`config.mk`:
```
export PLATFORM = sky130hd
export DESIGN_NAME = sipo_frame_receiver_flat
export DESIGN_NICKNAME = d
export VERILOG_FILES = /design/src/rtl/sipo_frame_receiver_if.sv /design/src/rtl/sipo_frame_receiver.sv /design/src/flat_wrapper.sv
export SDC_FILE = /design/constraint.sdc
export NUM_CORES = 1
export LEC_CHECK = 0
export CORE_MARGIN = 10
export CORE_UTILIZATION = 55
export DETAILED_ROUTE_END_ITERATION = 10
export GPL_TIMING_DRIVEN = 1
export HOLD_SLACK_MARGIN = 0.05
export PLACE_DENSITY = 0.81
export SLEW_MARGIN = 0
export SYNTH_ARGS = -nofsm -noshare
export SYNTH_HDL_FRONTEND = slang
export SYNTH_SLANG_ARGS = --single-unit
```
`constraint.sdc`:
```
create_clock -name clk -period 2.75 [get_ports clk]
set_input_delay 0.275 -clock clk [delete_from_list [all_inputs] [get_ports clk]]
set_output_delay 0.275 -clock clk [all_outputs]
set_load 0.05 [all_outputs]
```
`src/rtl/sipo_frame_receiver_if.sv`:
```
// Serial link bundle between a framed serial transmitter and the SIPO receiver.
//   ser_en    : bit strobe, line is sampled only when high
//   ser_in    : serial data line, idles high
//   q         : last correctly framed N-bit word
//   valid     : one-cycle pulse, q was updated
//   frame_err : one-cycle pulse, stop bit was 0 and the word was dropped
//   busy      : receiver is inside a frame (DATA or STOP)
// master = line driver / word consumer side, slave = receiver side.
interface sipo_frame_receiver_if #(
    parameter int N = 8
);
    logic         ser_en;
    logic         ser_in;
    logic [N-1:0] q;
    logic         valid;
    logic         frame_err;
    logic         busy;

    modport master (
        output ser_en,
        output ser_in,
        input  q,
        input  valid,
        input  frame_err,
        input  busy
    );

    modport slave (
        input  ser_en,
        input  ser_in,
        output q,
        output valid,
        output frame_err,
        output busy
    );
endinterface

```
`src/rtl/sipo_frame_receiver.sv`:
```
// Serial-in parallel-out frame receiver.
// Frame: start bit (0), N data bits LSB first, stop bit (1); line idles high.
// Each good frame is presented on q with a one-cycle valid pulse; a frame whose
// stop bit is 0 is discarded with a one-cycle frame_err pulse.
// Ports:
//   clk : system clock, rising edge
//   rst : asynchronous active-high reset
//   rx  : slave side of sipo_frame_receiver_if (ser_en, ser_in in;
//         q, valid, frame_err, busy out)
module sipo_frame_receiver #(
    parameter int N = 8
) (
    input  logic                 clk,
    input  logic                 rst,
    sipo_frame_receiver_if.slave rx
);
    localparam int CW = (N > 2) ? $clog2(N) : 1;

    typedef enum logic [1:0] {
        IDLE = 2'd0,
        DATA = 2'd1,
        STOP = 2'd2
    } state_t;

    state_t        state;
    logic [CW-1:0] cnt;
    logic [N-1:0]  shreg;
    logic [N-1:0]  q_r;
    logic          valid_r;
    logic          frame_err_r;

    always_ff @(posedge clk or posedge rst) begin
        if (rst) begin
            state       <= IDLE;
            cnt         <= '0;
            shreg       <= '0;
            q_r         <= '0;
            valid_r     <= 1'b0;
            frame_err_r <= 1'b0;
        end else begin
            // Status strobes are single-cycle; they only rise on a stop-bit edge.
            valid_r     <= 1'b0;
            frame_err_r <= 1'b0;
            if (rx.ser_en) begin
                case (state)
                    IDLE: begin
                        if (!rx.ser_in) begin
                            state <= DATA;
                            cnt   <= '0;
                        end
                    end
                    DATA: begin
                        // LSB arrives first, so new bits enter at the top and
                        // walk down; after N shifts bit 0 sits in shreg[0].
                        shreg <= {rx.ser_in, shreg[N-1:1]};
                        if (cnt == CW'(N - 1)) begin
                            state <= STOP;
                            cnt   <= '0;
                        end else begin
                            cnt <= cnt + 1'b1;
                        end
                    end
                    STOP: begin
                        // A bad stop bit is not reinterpreted as a start bit.
                        state <= IDLE;
                        if (rx.ser_in) begin
                            q_r     <= shreg;
                            valid_r <= 1'b1;
                        end else begin
                            frame_err_r <= 1'b1;
                        end
                    end
                    default: begin
                        state <= IDLE;
                        cnt   <= '0;
                    end
                endcase
            end
        end
    end

    assign rx.q         = q_r;
    assign rx.valid     = valid_r;
    assign rx.frame_err = frame_err_r;
    assign rx.busy      = (state == DATA) || (state == STOP);

endmodule

```
`src/flat_wrapper.sv`:
```
// flat-port wrapper written by rule: the top's interface ports become plain ports
module sipo_frame_receiver_flat 
#(
    parameter int N = 8
)
  (clk, rst, rx_ser_en, rx_ser_in, rx_q, rx_valid, rx_frame_err, rx_busy);
  sipo_frame_receiver_if #(.N(N)) rx_i ();
  input  logic clk;
  input  logic rst;
  input wire logic [$bits(rx_i.ser_en)-1:0] rx_ser_en;
  input wire logic [$bits(rx_i.ser_in)-1:0] rx_ser_in;
  output wire logic [$bits(rx_i.q)-1:0] rx_q;
  output wire logic [$bits(rx_i.valid)-1:0] rx_valid;
  output wire logic [$bits(rx_i.frame_err)-1:0] rx_frame_err;
  output wire logic [$bits(rx_i.busy)-1:0] rx_busy;
  assign rx_i.ser_en = rx_ser_en;
  assign rx_i.ser_in = rx_ser_in;
  assign rx_q = rx_i.q;
  assign rx_valid = rx_i.valid;
  assign rx_frame_err = rx_i.frame_err;
  assign rx_busy = rx_i.busy;
  sipo_frame_receiver #(.N(N)) u_core (.clk(clk), .rst(rst), .rx(rx_i));
endmodule
```
==> results of run 1 <==
placed cells by master, fill, tap and decap left out, drive strengths merged:
master,count
mux2,19
nand2,5
nand2b,1
clkbuf,3
ha,7
inv,6
clkdlybuf4s50,14
mux2i,2
nor2,2
and3b,1
clkinv,1
dfrtp,23
nand3,2
sequential cells by signal, summed over array words and instances, names as in the netlist:
name                 cells
u_core.state             2
u_core.rx.valid          1
u_core.cnt               3
u_core.rx.q              8
u_core.shreg             8
u_core.rx.frame_err      1
layer usage:
layer / track usage / share of wire / up-vias / wire length (microns)
met5: 0 / 0 / - / 0
met4: 0.02514 / 0.0079 / 0 / 12
met3: 0.02867 / 0.043 / 2 / 65
met2: 0.1256 / 0.46 / 10 / 700
met1: 0.1047 / 0.49 / 257 / 746
li1: - / - / 263 / -
power breakdown:
part / switching [W] / internal (W)
Clock: 0.0000953 / 0.0000541
Combinational: 0.000390 / 0.000288
Sequential: 0.0000791 / 0.000472
Total: 0.000564 / 0.000814
stage by stage:
step	total power (W)	util	cell area, sq um	worst slack [ps]	cells
after floorplan	0.001048	-	985.9	1329	68
final	0.001378	0.6938	1185	593.2	111
after CTS	0.001396	0.6938	1185	567.8	111
after global routing	0.001471	0.6938	1185	498.6	111
after detailed placement	0.001246	0.6777	1157	922.2	107
after global placement	0.001219	0.6777	1157	962.9	107
critical path, cell delays in order, from the launching register on:
cell	delay, ps
dfrtp_1	410
inv_1	100
ha_1	280
clkdlybuf4s50_1	790
final timing paths:
| kind | startpoint | endpoint | slack, ps | cells past startpoint |
|---|---|---|---|---|
| min in group clk | u_core.rx.q[3] | u_core.rx.q[3] | 520 | 1 |
| setup / recovery | u_core.state[0] | rx_busy | 590 | 3 |
| hold / removal | rst | u_core.rx.valid | 430 | 2 |
| hold reg to reg | u_core.rx.q[3] | u_core.rx.q[3] | 520 | 1 |
| max in group asynchronous | rst | u_core.rx.q[3] | 1800 | 2 |
| setup reg to reg | u_core.cnt[0] | u_core.state[1] | 1200 | 5 |
cell type report:
cell class,count,share of cell area
inverters,6,0.01901
multi-input cells,39,0.3273
well taps,25,0.02640
clock inverters,1,0.004224
clock buffers,3,0.01901
repair buffers,14,0.1183
flip-flops and latches,23,0.4857
logic make-up after synthesis:
family,Yosys count,synth area share
buffers and inverters,6,0.02284
adders and majority gates,7,0.08883
and+or+nand+nor,11,0.06345
DFF,23,0.5838
muxes,21,0.2411
==> impl_metrics.yaml, run 1 <==
logic_synthesis:
  synth_top_cell_area_share: 0.5838
  synth_edf_count: 0
  synth_cell_types: 13
  synthTopCellsByArea: "dfrtp_1 (58%), mux2_2 (21%), ha_1 (8.9%)"
  synth_area_sq_um: 985.9
  syn_inst: 68
  synth_common_cells: "dfrtp_1 (23), mux2_2 (18), ha_1 (7)"
  ys_ff_latch: 23
  ys_async_sr_fraction: 1.000
  yosysSeqAreaShare: 0.5838
  synth_area_per_cell_sq_um: 14.50
  ys_warn_count: 0
  syn_nets: 79
  yosysMostFrequentCell: "dfrtp_1"
  ys.flop_type: "dfrtp_1"
  yosysTopAreaCell: "dfrtp_1"
clock_tree:
  cts_buffer_depth: 2
  cts-hold-fix-buffers: 0
  cts_resized: 0
  numCtsBuffers: 3
  cts_root_buf: "clkbuf_4"
  cts_tree: "yes"
  clk_latency_ps: 300
  clk_pin_slew_worst_paths_ps: 120
  cts_sinks: 23
  htreeDepth: 1
  post-cts-setup-buffers: 0
grt:
  grt-ovfl-total: 0
  grt_max_degree: 24
  antenna_found_initial: 0
  grt_pass1_wl_mm: 2.677
  track_usage: 0.08180
  grt_pass1_vias: 581
timing:
  fmax_ghz: 0.4637
  hold_ws_ps: 430.3
  finalClockSkew_ps: 1.446
  hold_violations: 0
  tightest_slew_ps: 844.8
  finalSetupViolCount: 0
  rsz0062_at_grt: "no"
  relSlewSlack: 0.4362
  slew_violations: 0
  finalSetupTns_ps: 0
  min_period_ps: 2157
  fin_crit_sh: 0.7843
drt:
  wire_per_inst_microns: 13.73
  routed_wirelength_mm: 1.524
  first_pass_iters: 2
  drcViolationCount: 0
  antenna_left: 0
  dr_total_vias: 532
  vias_per_cell: 4.793
  dr.first_iter.drc_count: 3
layout:
  nets: 98
  fill_cells: 116
  areaGrowthSynthToFinish_pct: 20.18
  multi_input_area_sq_um: 387.9
  regArea_sq_um: 575.6
  drive_gt1_frac: 0.3023
  n_antenna_cell: 0
power:
  leakagePower_nw: 0.5722
  ir_drop_uv: 949.4
  p_per_area_nw_per_um2: 1163
floorplanning:
  num_io_pins: 15
  die_w_microns: 62.34
  die_h_microns: 62.34
  fp.dieArea_sq_um: 3886
  floorplan.rows: 15
  core_sq_um: 1708
  start_util: 0.5773
run:
  max-cap-violations: 0
placed_design:
  io_buffers: 14
  gp_congestion: 0.7339
  post-dp-hpwl_mm: 1.133
critical_path:
  start_kind: "flip-flop"
  worst-path-max-fanout: 4
  required_ps: 2480
  cp.arrival_ps: 1880
  end_kind: "output pin"
  crit_type: "flip-flop to output pin"
hold_path:
  hold_class: "input port to async pin"
run_status:
  status: "complete, no violations"
No activity file was read; power rests on OpenSTA's default activity.
==> inputs of run 2 (changes only) <==
--- a/config.mk
+++ b/config.mk
@@ -6,11 +6,11 @@
 export NUM_CORES = 1
 export LEC_CHECK = 0
 export CORE_MARGIN = 10
-export CORE_UTILIZATION = 55
+export CORE_UTILIZATION = 46
 export DETAILED_ROUTE_END_ITERATION = 10
 export GPL_TIMING_DRIVEN = 1
 export HOLD_SLACK_MARGIN = 0.05
-export PLACE_DENSITY = 0.81
+export PLACE_DENSITY = 0.72
 export SLEW_MARGIN = 0
 export SYNTH_ARGS = -nofsm -noshare
 export SYNTH_HDL_FRONTEND = slang
==> constraint.sdc (replaced) <==
create_clock -name clk -period 1.7 [get_ports clk]
set_input_delay 0.17 -clock clk [delete_from_list [all_inputs] [get_ports clk]]
set_output_delay 0.17 -clock clk [all_outputs]
set_load 0.05 [all_outputs]
==> impl_metrics.yaml, run 2 (synthesized netlist as in run 1, its figures left out) <==
run_status:
  status: "complete, no violations"
timing:
  finalSetupTns_ps: 0
  tightest_slew_ps: 510.6
  finalClockSkew_ps: 5.709
  hold_violations: 0
  min_period_ps: 1630
  fin_ws_ps: 70.49
  rsz0062_at_grt: "no"
  fin_crit_sh: 0.9585
  fmax_ghz: 0.6137
  hold_ws_ps: 205.4
  slew_violations: 0
  relSlewSlack: 0.6591
  finalSetupViolCount: 0
clock_tree:
  clk_latency_ps: 290
  numCtsBuffers: 3
  cts_buffer_depth: 2
  cts_tree: "yes"
  htreeDepth: 1
  cts_root_buf: "clkbuf_4"
  clk_pin_slew_worst_paths_ps: 110
  cts_sinks: 23
critical_path:
  cp_slowest_cell: "clkdlybuf4s50_1"
  crit_buf_inv: 1
  critical_path.top_delay_family: "buffers and inverters"
  slowest_delay_ps: 810
  cp.arrival_ps: 1460
  reg2reg_from: "u_core.cnt[0]"
  required_ps: 1530
  end_kind: "output pin"
  rrSetupSlack_ps: 160
  r2r-end: "u_core.state[1]"
  start_kind: "flip-flop"
  worst-path-max-fanout: 2
  ff2ff_path_depth: 5
  crit_chain: "clkdlybuf4s50_1"
  crit_type: "flip-flop to output pin"
layout:
  drive_gt1_frac: 0.3218
  layout_common_cells: "dfrtp_1 (23), mux2_2 (18), clkdlybuf4s50_1 (10)"
  n_antenna_cell: 0
  nets: 99
  instances_no_fill: 114
  final_common_cell: "dfrtp_1"
  areaGrowthSynthToFinish_pct: 22.34
placed_design:
  io_buffers: 14
  gp_congestion: 0.7165
  placed_cells: 110
  pre_cts_slack_ps: 182.3
  post-dp-hpwl_mm: 1.225
grt:
  grt-ovfl-total: 0
  track_usage: 0.07332
  antenna_found_initial: 0
  grt_pass1_vias: 572
  grt_pass1_wl_mm: 2.504
  grt_max_degree: 24
floorplanning:
  die_h_microns: 66.30
  num_io_pins: 15
  die_w_microns: 66.30
  start_util: 0.4925
  core_sq_um: 2002
  fp.dieArea_sq_um: 4395
  floorplan.rows: 16
power:
  p_per_area_nw_per_um2: 1889
  ir_drop_uv: 1361
  p_total_w: 0.002278
  leakagePower_nw: 0.6097
hold_path:
  hold_class: "input port to async pin"
drt:
  drcViolationCount: 0
  antenna_left: 0
  routed_wirelength_mm: 1.532
  dr_total_vias: 565
  dr.first_iter.drc_count: 8
  wire_per_inst_microns: 13.44
  first_pass_iters: 2
  vias_per_cell: 4.956
run:
  max-cap-violations: 0
[run 2: metal layers]
metal  vias up  global-route usage  routed length (microns)
li1        266                   -                        -
met1       282             0.07768                      632
met2        13              0.1172                      740
met3         4             0.03559                      132
met4         0             0.03927                       26
met5         -                   0                        0
[run 2: timing repair]
| item | in CTS | in global routing |
|---|---|---|
| hold buffers | 0 | 0 |
| gates resized for setup | 0 | 2 |
| setup endpoints to repair | 0 | 2 |
| setup buffers | 0 | 0 |
[run 2: metrics by stage]
stage	area (sq um)	utilization
floorplan	985.9	-
global placement	1175	0.5869
detailed placement	1175	0.5869
CTS	1201	0.6000
global route	1206	0.6025
finish	1206	0.6025
[run 2: layout make-up]
class | count | area, sq um
Sequential cell | 23 | 575.6
Inverter | 6 | 22.52
Clock buffer | 4 | 26.28
Multi-Input combinational cell | 39 | 387.9
Fill cell | 169 | 795.8
Tap cell | 27 | 33.78
Timing Repair Buffer | 15 | 160.2
[run 2: worst max-delay path by stage]
| stage | start | to | slack, ps | depth (start not counted) |
|---|---|---|---|---|
| floorplan | u_core.cnt[0] | u_core.state[0] | 280 | 5 |
| global placement | u_core.cnt[0] | u_core.state[1] | 180 | 5 |
| detailed placement | u_core.cnt[0] | u_core.state[1] | 180 | 5 |
| CTS | u_core.rx.q[7] | rx_q[7] | 9 | 1 |
| global route | u_core.rx.q[4] | rx_q[4] | 4 | 1 |
| finish | u_core.rx.q[1] | rx_q[1] | 70 | 1 |
[run 2: power breakdown]
group | switching [W] | internal [W] | leakage [nW]
logic | 0.000638 | 0.000511 | 0.300
clock network | 0.000142 | 0.0000912 | 0.0150
registers | 0.000131 | 0.000764 | 0.295
total | 0.000912 | 0.00137 | 0.610
==> inputs of run 3 (changes only) <==
--- a/config.mk
+++ b/config.mk
@@ -10,7 +10,7 @@
 export DETAILED_ROUTE_END_ITERATION = 10
 export GPL_TIMING_DRIVEN = 1
 export HOLD_SLACK_MARGIN = 0.05
-export PLACE_DENSITY = 0.72
+export PLACE_DENSITY = 0.82
 export SLEW_MARGIN = 0
 export SYNTH_ARGS = -nofsm -noshare
 export SYNTH_HDL_FRONTEND = slang
==> impl_metrics.yaml, run 3 (synthesized netlist as in run 1, its figures left out) <==
run_status:
  status: "complete, no violations"
timing:
  finalSetupTns_ps: 0
  hold_violations: 0
  fin_crit_sh: 0.9701
  fmax_ghz: 0.6064
  finalSetupViolCount: 0
  finalClockSkew_ps: 9.859
  slew_violations: 0
  min_period_ps: 1649
  rsz0062_at_grt: "no"
  tightest_slew_ps: 505.3
  relSlewSlack: 0.6626
critical_path:
  crit_chain: "clkdlybuf4s50_1"
  required_ps: 1530
  cp.arrival_ps: 1480
  crit_type: "flip-flop to output pin"
  start_kind: "flip-flop"
  end_kind: "output pin"
  slowest_delay_ps: 810
  cp_slowest_cell: "clkdlybuf4s50_1"
  worst-path-max-fanout: 2
  reg2reg_from: "u_core.cnt[0]"
  crit_buf_inv: 1
  ff2ff_path_depth: 5
  rrSetupSlack_ps: 140
  r2r-end: "u_core.state[1]"
  critical_path.top_delay_family: "buffers and inverters"
grt:
  track_usage: 0.07443
  grt_max_degree: 24
  grt-ovfl-total: 0
  grt_pass1_vias: 562
  grt_pass1_wl_mm: 2.497
  antenna_found_initial: 0
placed_design:
  io_buffers: 14
  gp_congestion: 0.7430
  post-dp-hpwl_mm: 1.237
clock_tree:
  cts_buffer_depth: 2
  htreeDepth: 1
  cts_tree: "yes"
  clk_pin_slew_worst_paths_ps: 120
  cts_sinks: 23
  numCtsBuffers: 3
  clk_latency_ps: 300
  cts_root_buf: "clkbuf_4"
floorplanning:
  start_util: 0.4925
  die_w_microns: 66.30
  num_io_pins: 15
  core_sq_um: 2002
  die_h_microns: 66.30
  fp.dieArea_sq_um: 4395
  floorplan.rows: 16
layout:
  drive_gt1_frac: 0.3333
  nets: 99
  areaGrowthSynthToFinish_pct: 21.83
  multi_input_area_sq_um: 387.9
  layout_common_cells: "dfrtp_1 (23), mux2_2 (18), clkdlybuf4s50_1 (10)"
  n_antenna_cell: 0
  fill_cells: 163
  regArea_sq_um: 575.6
  final_common_cell: "dfrtp_1"
  postLayoutCoreUtil: 0.6000
drt:
  drcViolationCount: 0
  routed_wirelength_mm: 1.597
  antenna_left: 0
  dr.first_iter.drc_count: 6
  vias_per_cell: 4.825
  first_pass_iters: 3
  wire_per_inst_microns: 14.01
  dr_total_vias: 550
power:
  p_total_w: 0.002291
  leakagePower_nw: 0.5959
  p_per_area_nw_per_um2: 1907
  ir_drop_uv: 1174
run:
  max-cap-violations: 0
hold_path:
  hold_class: "input port to async pin"
## run 3: cell count changes in the layout (fill, tap and decap cells not counted), sizes merged
| cell | previous run | this run |
|---|---|---|
| buf | 3 | 4 |
| dlymetal6s2s | 2 | 1 |
## run 3: worst max path at each step
stage / cells after the start / end / from / slack, ps
after floorplan: 5 / u_core.state[0] / u_core.cnt[0] / 280
after global placement: 5 / u_core.state[0] / u_core.cnt[0] / 200
after detailed placement: 5 / u_core.state[0] / u_core.cnt[0] / 170
after CTS: 1 / rx_q[4] / u_core.rx.q[4] / 10
after global routing: 1 / rx_q[1] / u_core.rx.q[1] / 9
final: 1 / rx_q[7] / u_core.rx.q[7] / 50
## run 3: cell type report
cell class | count | area share
multi-input cells | 39 | 0.3229
inverters | 6 | 0.01875
flip-flops and latches | 23 | 0.4792
well taps | 27 | 0.02813
repair buffers | 15 | 0.1292
clock buffers | 4 | 0.02188
## run 3: per-stage QoR
stage	instances	setup slack, ps	hold WS, ps	cell area, sq um
after floorplan	68	279.0	171.9	985.9
after global placement	110	196.4	487.9	1172
after detailed placement	110	174.5	492.7	1172
after CTS	114	14.71	198.1	1199
after global routing	114	9.424	224.4	1201
final	114	50.84	186.0	1201
## run 3: repair_timing
item | 4_1_cts | 5_1_grt
endpoints found under the hold margin | 0 | 0
setup endpoints to repair | 0 | 1
hold buffers | 0 | 0
gates resized for setup | 0 | 1
buffers inserted | 0 | 0
## run 3: worst register-to-register path, stage by stage (launching register included)
cell and delay (ps):
dfrtp_1 430, ha_1 210, ha_1 170, nand2b_1 160
nand3_1 140, mux2_2 340
## run 3: power by group
group	switching, W	internal, W
Sequential	0.000135	0.000764
Clock	0.000153	0.0000913
Combinational	0.000637	0.000510
## run 3: routing by layer
metal  GRT usage  wire [microns]  up-vias
li1            -               -      271
met1     0.07692             693      265
met5           0               0        -
met4     0.03927              14        0
met2      0.1280             767       12
met3     0.02712             122        2
